--- src/rtl/zbuf_pkg.sv ---
// zbuf_pkg: shared types, defaults and width helper for fill_arbiter.
// Holds the FSM state enum and the default parameter constants.
package zbuf_pkg;

  localparam int DEF_NUM_CH      = 4;
  localparam int DEF_PIXEL_WIDTH = 8;
  localparam int DEF_FILL_WIDTH  = 8;
  localparam int DEF_ACK_TIMEOUT = 15;
  localparam int DEF_AGE_LIMIT   = 16;

  typedef enum logic [1:0] {
    IDLE = 2'd0,
    REQ  = 2'd1,
    SEND = 2'd2
  } state_t;

  // Bits needed to index n items (never less than 1).
  function automatic int bits_for(input int n);
    return (n < 2) ? 1 : $clog2(n);
  endfunction

endpackage

--- src/rtl/fill_select_tree.sv ---
// fill_select_tree: picks the channel to serve next.
// Ports: fill/age per channel in; any (some channel eligible)
// and sel (winning index) out. Purely combinational.
module fill_select_tree
  import zbuf_pkg::*;
#(
  parameter int NUM_CH     = DEF_NUM_CH,
  parameter int FILL_WIDTH = DEF_FILL_WIDTH,
  parameter int AGE_LIMIT  = DEF_AGE_LIMIT,
  localparam int ID_W      = bits_for(NUM_CH),
  localparam int AGE_W     = bits_for(AGE_LIMIT + 1)
) (
  input  logic [NUM_CH*FILL_WIDTH-1:0] fill,
  input  logic [NUM_CH*AGE_W-1:0]      age,
  output logic                         any,
  output logic [ID_W-1:0]              sel
);

  localparam int LEAVES = 1 << ID_W;

  // Pad to a power of two; padded channels have zero fill
  // and so can never win.
  logic [LEAVES*FILL_WIDTH-1:0] fill_p;
  logic [LEAVES*AGE_W-1:0]      age_p;

  assign fill_p = (LEAVES*FILL_WIDTH)'(fill);
  assign age_p  = (LEAVES*AGE_W)'(age);

  // Per-slot candidate: valid, forced by age, fill, index.
  logic                  vld [LEAVES];
  logic                  frc [LEAVES];
  logic [FILL_WIDTH-1:0] lvl [LEAVES];
  logic [ID_W-1:0]       idx [LEAVES];

  logic take_b;

  // Pairwise reduction: at stride s, slot k absorbs slot k+s.
  // Slot k always covers the lower indices, so ties keep k.
  always_comb begin
    take_b = 1'b0;
    for (int i = 0; i < LEAVES; i++) begin
      lvl[i] = fill_p[i*FILL_WIDTH +: FILL_WIDTH];
      vld[i] = |lvl[i];
      frc[i] = vld[i] &&
               (age_p[i*AGE_W +: AGE_W] >= AGE_W'(AGE_LIMIT));
      idx[i] = ID_W'(i);
    end
    for (int s = 1; s < LEAVES; s = s * 2) begin
      for (int k = 0; k + s < LEAVES; k = k + 2 * s) begin
        if (frc[k] != frc[k+s]) begin
          take_b = frc[k+s];
        end else if (frc[k]) begin
          take_b = 1'b0;
        end else if (vld[k] != vld[k+s]) begin
          take_b = vld[k+s];
        end else begin
          take_b = lvl[k+s] > lvl[k];
        end
        if (take_b) begin
          lvl[k] = lvl[k+s];
          idx[k] = idx[k+s];
        end
        vld[k] = vld[k] | vld[k+s];
        frc[k] = frc[k] | frc[k+s];
      end
    end
    any = vld[0];
    sel = idx[0];
  end

endmodule

--- src/rtl/fill_arbiter.sv ---
// fill_arbiter: drains the fullest source into the z-buffer.
// Ports: fill/pix_in/ack from sources, rdy_z_buffer in; req,
// send_z_buffer, pix_out, grant_id, timeout_err out.
module fill_arbiter
  import zbuf_pkg::*;
#(
  parameter int NUM_CH      = DEF_NUM_CH,
  parameter int PIXEL_WIDTH = DEF_PIXEL_WIDTH,
  parameter int FILL_WIDTH  = DEF_FILL_WIDTH,
  parameter int ACK_TIMEOUT = DEF_ACK_TIMEOUT,
  parameter int AGE_LIMIT   = DEF_AGE_LIMIT,
  localparam int ID_W       = bits_for(NUM_CH),
  localparam int AGE_W      = bits_for(AGE_LIMIT + 1),
  localparam int TMO_W      = bits_for(ACK_TIMEOUT + 1)
) (
  input  logic                          clk,
  input  logic                          rst,
  input  logic [NUM_CH*FILL_WIDTH-1:0]  fill,
  input  logic [NUM_CH*PIXEL_WIDTH-1:0] pix_in,
  input  logic [NUM_CH-1:0]             ack,
  input  logic                          rdy_z_buffer,
  output logic [NUM_CH-1:0]             req,
  output logic                          send_z_buffer,
  output logic [PIXEL_WIDTH-1:0]        pix_out,
  output logic [ID_W-1:0]               grant_id,
  output logic                          timeout_err
);

  state_t state;
  state_t state_nx;

  logic [AGE_W-1:0]        age [NUM_CH];
  logic [NUM_CH*AGE_W-1:0] age_flat;
  logic [NUM_CH-1:0]       elig;
  logic [TMO_W-1:0]        tmo_cnt;

  logic                   any_elig;
  logic [ID_W-1:0]        sel;
  logic [NUM_CH-1:0]      gmask;
  logic [PIXEL_WIDTH-1:0] pix_sel;

  logic decide;
  logic ack_hit;
  logic tmo_hit;

  always_comb begin
    age_flat = '0;
    elig     = '0;
    for (int i = 0; i < NUM_CH; i++) begin
      age_flat[i*AGE_W +: AGE_W] = age[i];
      elig[i] = |fill[i*FILL_WIDTH +: FILL_WIDTH];
    end
  end

  fill_select_tree #(
    .NUM_CH     (NUM_CH),
    .FILL_WIDTH (FILL_WIDTH),
    .AGE_LIMIT  (AGE_LIMIT)
  ) u_sel (
    .fill (fill),
    .age  (age_flat),
    .any  (any_elig),
    .sel  (sel)
  );

  // One-hot of the held grant; also steers the pixel mux so
  // ack and pixel of other channels never reach the datapath.
  always_comb begin
    gmask   = '0;
    pix_sel = '0;
    for (int i = 0; i < NUM_CH; i++) begin
      gmask[i] = (grant_id == ID_W'(i));
      if (gmask[i]) begin
        pix_sel = pix_in[i*PIXEL_WIDTH +: PIXEL_WIDTH];
      end
    end
  end

  assign decide  = (state == IDLE) && rdy_z_buffer && any_elig;
  assign ack_hit = |(ack & gmask);
  assign tmo_hit = (tmo_cnt == TMO_W'(ACK_TIMEOUT - 1));

  always_ff @(posedge clk) begin
    if (rst) begin
      state <= IDLE;
    end else begin
      state <= state_nx;
    end
  end

  // In REQ an ack beats both a dropped ready and the timeout.
  always_comb begin
    state_nx = state;
    unique case (state)
      IDLE: begin
        if (rdy_z_buffer && any_elig) begin
          state_nx = REQ;
        end
      end
      REQ: begin
        if (ack_hit) begin
          state_nx = SEND;
        end else if (!rdy_z_buffer || tmo_hit) begin
          state_nx = IDLE;
        end
      end
      SEND: begin
        state_nx = IDLE;
      end
      default: begin
        state_nx = IDLE;
      end
    endcase
  end

  always_comb begin
    req           = '0;
    send_z_buffer = 1'b0;
    if (state == REQ) begin
      req = gmask;
    end
    if (state == SEND) begin
      send_z_buffer = 1'b1;
    end
  end

  always_ff @(posedge clk) begin
    if (rst) begin
      grant_id    <= '0;
      pix_out     <= '0;
      timeout_err <= 1'b0;
      tmo_cnt     <= '0;
      for (int i = 0; i < NUM_CH; i++) begin
        age[i] <= '0;
      end
    end else begin
      timeout_err <= 1'b0;
      if (decide) begin
        grant_id <= sel;
        tmo_cnt  <= '0;
        for (int i = 0; i < NUM_CH; i++) begin
          if (sel == ID_W'(i)) begin
            age[i] <= '0;
          end else if (elig[i] &&
                       age[i] < AGE_W'(AGE_LIMIT)) begin
            age[i] <= age[i] + 1'b1;
          end
        end
      end
      if (state == REQ) begin
        tmo_cnt <= tmo_cnt + 1'b1;
        if (ack_hit) begin
          pix_out <= pix_sel;
        end else if (rdy_z_buffer && tmo_hit) begin
          timeout_err <= 1'b1;
        end
      end
    end
  end

endmodule
--- config.mk ---
export PLATFORM = sky130hd
export DESIGN_NAME = fill_arbiter
export DESIGN_NICKNAME = d
export VERILOG_FILES = /design/src/rtl/zbuf_pkg.sv /design/src/rtl/fill_select_tree.sv /design/src/rtl/fill_arbiter.sv
export SDC_FILE = /design/constraint.sdc
export NUM_CORES = 1
export LEC_CHECK = 0
export CAP_MARGIN = 20
export CORE_UTILIZATION = 43
export CTS_CLUSTER_DIAMETER = 120
export CTS_CLUSTER_SIZE = 20
export DETAILED_ROUTE_END_ITERATION = 6
export PLACE_DENSITY = 0.82
export SETUP_SLACK_MARGIN = 0.05
export SLEW_MARGIN = 25
export SYNTH_ARGS = -nofsm -noshare
export SYNTH_HDL_FRONTEND = slang
export SYNTH_SLANG_ARGS = --single-unit
export TNS_END_PERCENT = 1
--- constraint.sdc ---
create_clock -name clk -period 4.86 [get_ports clk]
set_clock_uncertainty 0.2 [all_clocks]
set_input_delay 0.486 -clock clk [delete_from_list [all_inputs] [get_ports clk]]
set_output_delay 0.486 -clock clk [all_outputs]
set_load 0.1 [all_outputs]
==> results.sh <==
export IMPL_synth_edf_count=20
export IMPL_dr_pass1_iters=7
export IMPL_crit_type="in2reg"
export IMPL_mappedNetlistNets=423
export IMPL_min_period_ps=4714
export IMPL_timing_final_ws_setup_ps=146.3
export IMPL_leakage_nw=1.901
export IMPL_post_synth_fa_ha_maj_area_fraction=0.1490
export IMPL_top_count_cell_post_synth="nor2_1"
export IMPL_cts_root_buf="clkbuf_8"
export IMPL_path_common_cell="buf_4"
export IMPL_maxCapViolCount=0
export IMPL_synth_top_cells_by_area="edfxtp_1, ha_1, dfxtp_1"
export IMPL_status="finished with violations"
export IMPL_setup_repair_after_global_routing_missed_its_margin="false"
export IMPL_hp_start="tmo_cnt[3]"
export IMPL_cts_clk_slew_worst_paths_ps=70
export IMPL_report_final_hold_viol_count=0
export IMPL_vias_in_the_first_global_route=2944
export IMPL_p_per_area_nw_per_um2=237.2
export IMPL_critical_path_slowest_cell="or4_1"
export IMPL_synth_area_um2=2939
export IMPL_clkLatencyLatePin_ps=290
export IMPL_max_slew_worst_pin_slew_ps=988.1
export IMPL_path_cells="clkdlybuf4s50_1 -> or4_1 -> or2_4 -> inv_4 -> ha_4 -> nor3_4 -> a2111oi_4 -> buf_4 -> o21ai_4 -> nand2_4 -> buf_4 -> mux2_4 -> ha_1 -> nor2b_1 -> o211ai_1 -> a21o_1 -> a21o_1 -> o31ai_2 -> o211ai_1 -> buf_4"
export IMPL_io_buffers=86
export IMPL_area_delta_synth_final_pct=52.19
export IMPL_vias_per_cell=5.479
export IMPL_path_delay_family="simple AND/OR/NAND/NOR gates"
export IMPL_overflow=0
export IMPL_syn_mean_instance_area_um2=9.272
export IMPL_r2r_start="age[0][4]"
export IMPL_setup_viol_count_final=0
export IMPL_drv_slew=0
export IMPL_layout_core_utilization=0.6926
export IMPL_max_slew_margin=0.3392
export IMPL_clock_sinks=37
export IMPL_timing_hold_worst_path_depth=1
export IMPL_placed_cells_incl_taps=519
export IMPL_grtUsageTotal=0.2139
export IMPL_grt_pass1_wl_um=12470
export IMPL_hold_path_class="reg2reg"
export IMPL_reg2regPathDepth=17
export IMPL_yosys_most_used_dff="edfxtp_1"
export IMPL_nets=560
export IMPL_synth_xor_area_share=0.03576
export IMPL_critPathArrivalTime_ps=4580
export IMPL_synth_commonest_cells="nor2_1, ha_1, inv_1"
export IMPL_holdBufCountCts=0
export IMPL_cts_buffers=5
export IMPL_die_w_um=84.68
export IMPL_yosys_area_top_type="edfxtp_1"
export IMPL_synth_top_cell_area_share=0.2043
export IMPL_cp_end_kind="register"
export IMPL_detailroute_via_count=2915
export IMPL_drive_gt1_frac=0.1912
export IMPL_pin_count=87
export IMPL_critPathCapture="age[2][3]"
export IMPL_post_synth_mux_area_share=0.1252
export IMPL_required_ps=4720
export IMPL_globalplace_congestion=0.8805
export IMPL_pin_count_of_the_biggest_net_entering_global_routing=19
export IMPL_netlist_instances=317
export IMPL_drt_first_iter_violations=129
export IMPL_path_max_fanout=7
export IMPL_post_place_setup_slack_ps=-384.7
export IMPL_async_set_or_reset_register_ratio_after_synthesis=0
export IMPL_insertedDiodeCount=0
export IMPL_chipHeight_um=84.68
export IMPL_design_power_total_w=0.001061
export IMPL_synth_compound_area_share=0.1367
export IMPL_initial_util=0.4551
export IMPL_cp_slowest_stage_delay_ps=530
export IMPL_failed_checks="design-rule violations"
export IMPL_worst_setup_path_start_kind="input pin"
export IMPL_synth_simple_area_share=0.1907
export IMPL_antenna_found_initial=0
export IMPL_route_antenna_remaining_nets=0
export IMPL_remaining_drcs=13
export IMPL_fmax_ghz=0.2121
export IMPL_largest_family_of_logic_cells_by_synthesized_area="simple AND/OR/NAND/NOR gates"
export IMPL_routed_wirelength_um=7537
export IMPL_r2r_setup_slack_ps=670
export IMPL_cts_tree="done"
export IMPL_max_clock_path_buffers=2
export IMPL_cts_htree_levels=2
export IMPL_fp_dieArea_um2=7170
export IMPL_placementRows=29
export IMPL_final_setup_tns_ps=0
export IMPL_timing_rr_end="age[2][3]"
export IMPL_timing_critical_path_depth=20
export IMPL_core_area_um2=6459
export IMPL_finalNonFillerCells=532
export IMPL_synth_cell_type_count=45
export IMPL_crit_buf_inv=5
export IMPL_ys_ff_latch=37
export IMPL_crit_path_start="fill[9]"
export IMPL_synthesis_yosys_warnings=0
export IMPL_period_share=0.9699
export IMPL_worst_ir_drop_vdd_mv=0.1349
export IMPL_post_dp_hpwl_um=6186
export IMPL_synth_sequential_area_ratio=0.3201
export IMPL_drt_wirelength_per_cell_um=14.17
## final cells by class
class | instances | area [um2]
multi-input combinational | 247 | 1998
sequential | 37 | 940.9
inverter | 25 | 96.34
fill | 494 | 1986
tap | 77 | 96.34
clock inverter | 3 | 17.52
clock buffer | 5 | 68.82
timing repair buffer | 138 | 1255
## sequential cells by signal, indices dropped and copies added, names as in the netlist
| name | flops |
|---|---|
| age | 20 |
| grant_id | 2 |
| timeout_err | 1 |
| pix_out | 8 |
| tmo_cnt | 4 |
| state | 2 |
## layout by cell type (no fill, tap or decap), types with 3 or more instances in the layout
cell type,synthesis,layout
xnor2_1,6,6
a21oi_1,14,12
a31oi_1,3,3
mux4_2,9,9
and3_1,3,3
o211ai_1,5,5
nor3_1,4,3
nand3_1,15,15
ha_1,35,34
nand4_1,5,5
nor2_1,42,42
xor2_1,6,6
a21o_1,3,3
or4_1,4,4
clkbuf_8,0,5
a211o_1,3,3
mux2i_1,15,14
buf_4,0,51
nor2b_1,6,6
o21ai_0,18,17
nand2_1,16,15
a211oi_1,5,3
nor4_1,5,5
clkdlybuf4s50_1,0,86
edfxtp_1,20,20
inv_1,25,24
dfxtp_1,17,17
and2_1,5,5
## logic make-up (layout without fill, tap and decap cells)
group                      Yosys count  in the layout
xor gates and xnor gates            12             12
AOI/OAI and AO/OA                   62             62
and+or+nand+nor                    113            113
DFF                                 37             37
buffers and inverters               33            171
muxes                               25             25
adders and majority gates           35             35
## routing by layer
metal / vias to the layer above / global-route usage / share of wire
met3: 12 / 0.05703 / 0.085
met5: - / 0 / 0
met4: 0 / 0.06934 / 0.018
li1: 1447 / - / -
met1: 1333 / 0.2367 / 0.40
met2: 123 / 0.3962 / 0.49
## where the power goes
part	internal [W]	switching (W)	total, W
registers	0.000361	0.0000304	0.000391
logic	0.000231	0.000235	0.000467
clock network	0.0000987	0.000104	0.000203
## how the worst min path moves through the flow
stage | to | slack (ps)
after global placement | tmo_cnt[3] | 260
final | tmo_cnt[3] | 290
after floorplan | tmo_cnt[3] | 240
after detailed placement | tmo_cnt[3] | 270
after global routing | tmo_cnt[3] | 300
after CTS | tmo_cnt[3] | 280
## what timing repair did
action,in CTS,in global routing
resized for setup,2,24
endpoints found under the setup margin,14,41
pin swaps,1,7
setup buffers,1,4
## through the flow
step	instance area, um2	hold slack [ps]
after floorplan	2940	237.6
after global placement	4219	255.8
after detailed placement	4219	274.1
after CTS	4318	284.2
after global routing	4473	300.1
final	4473	286.4
(Power assumes the default switching activity.)
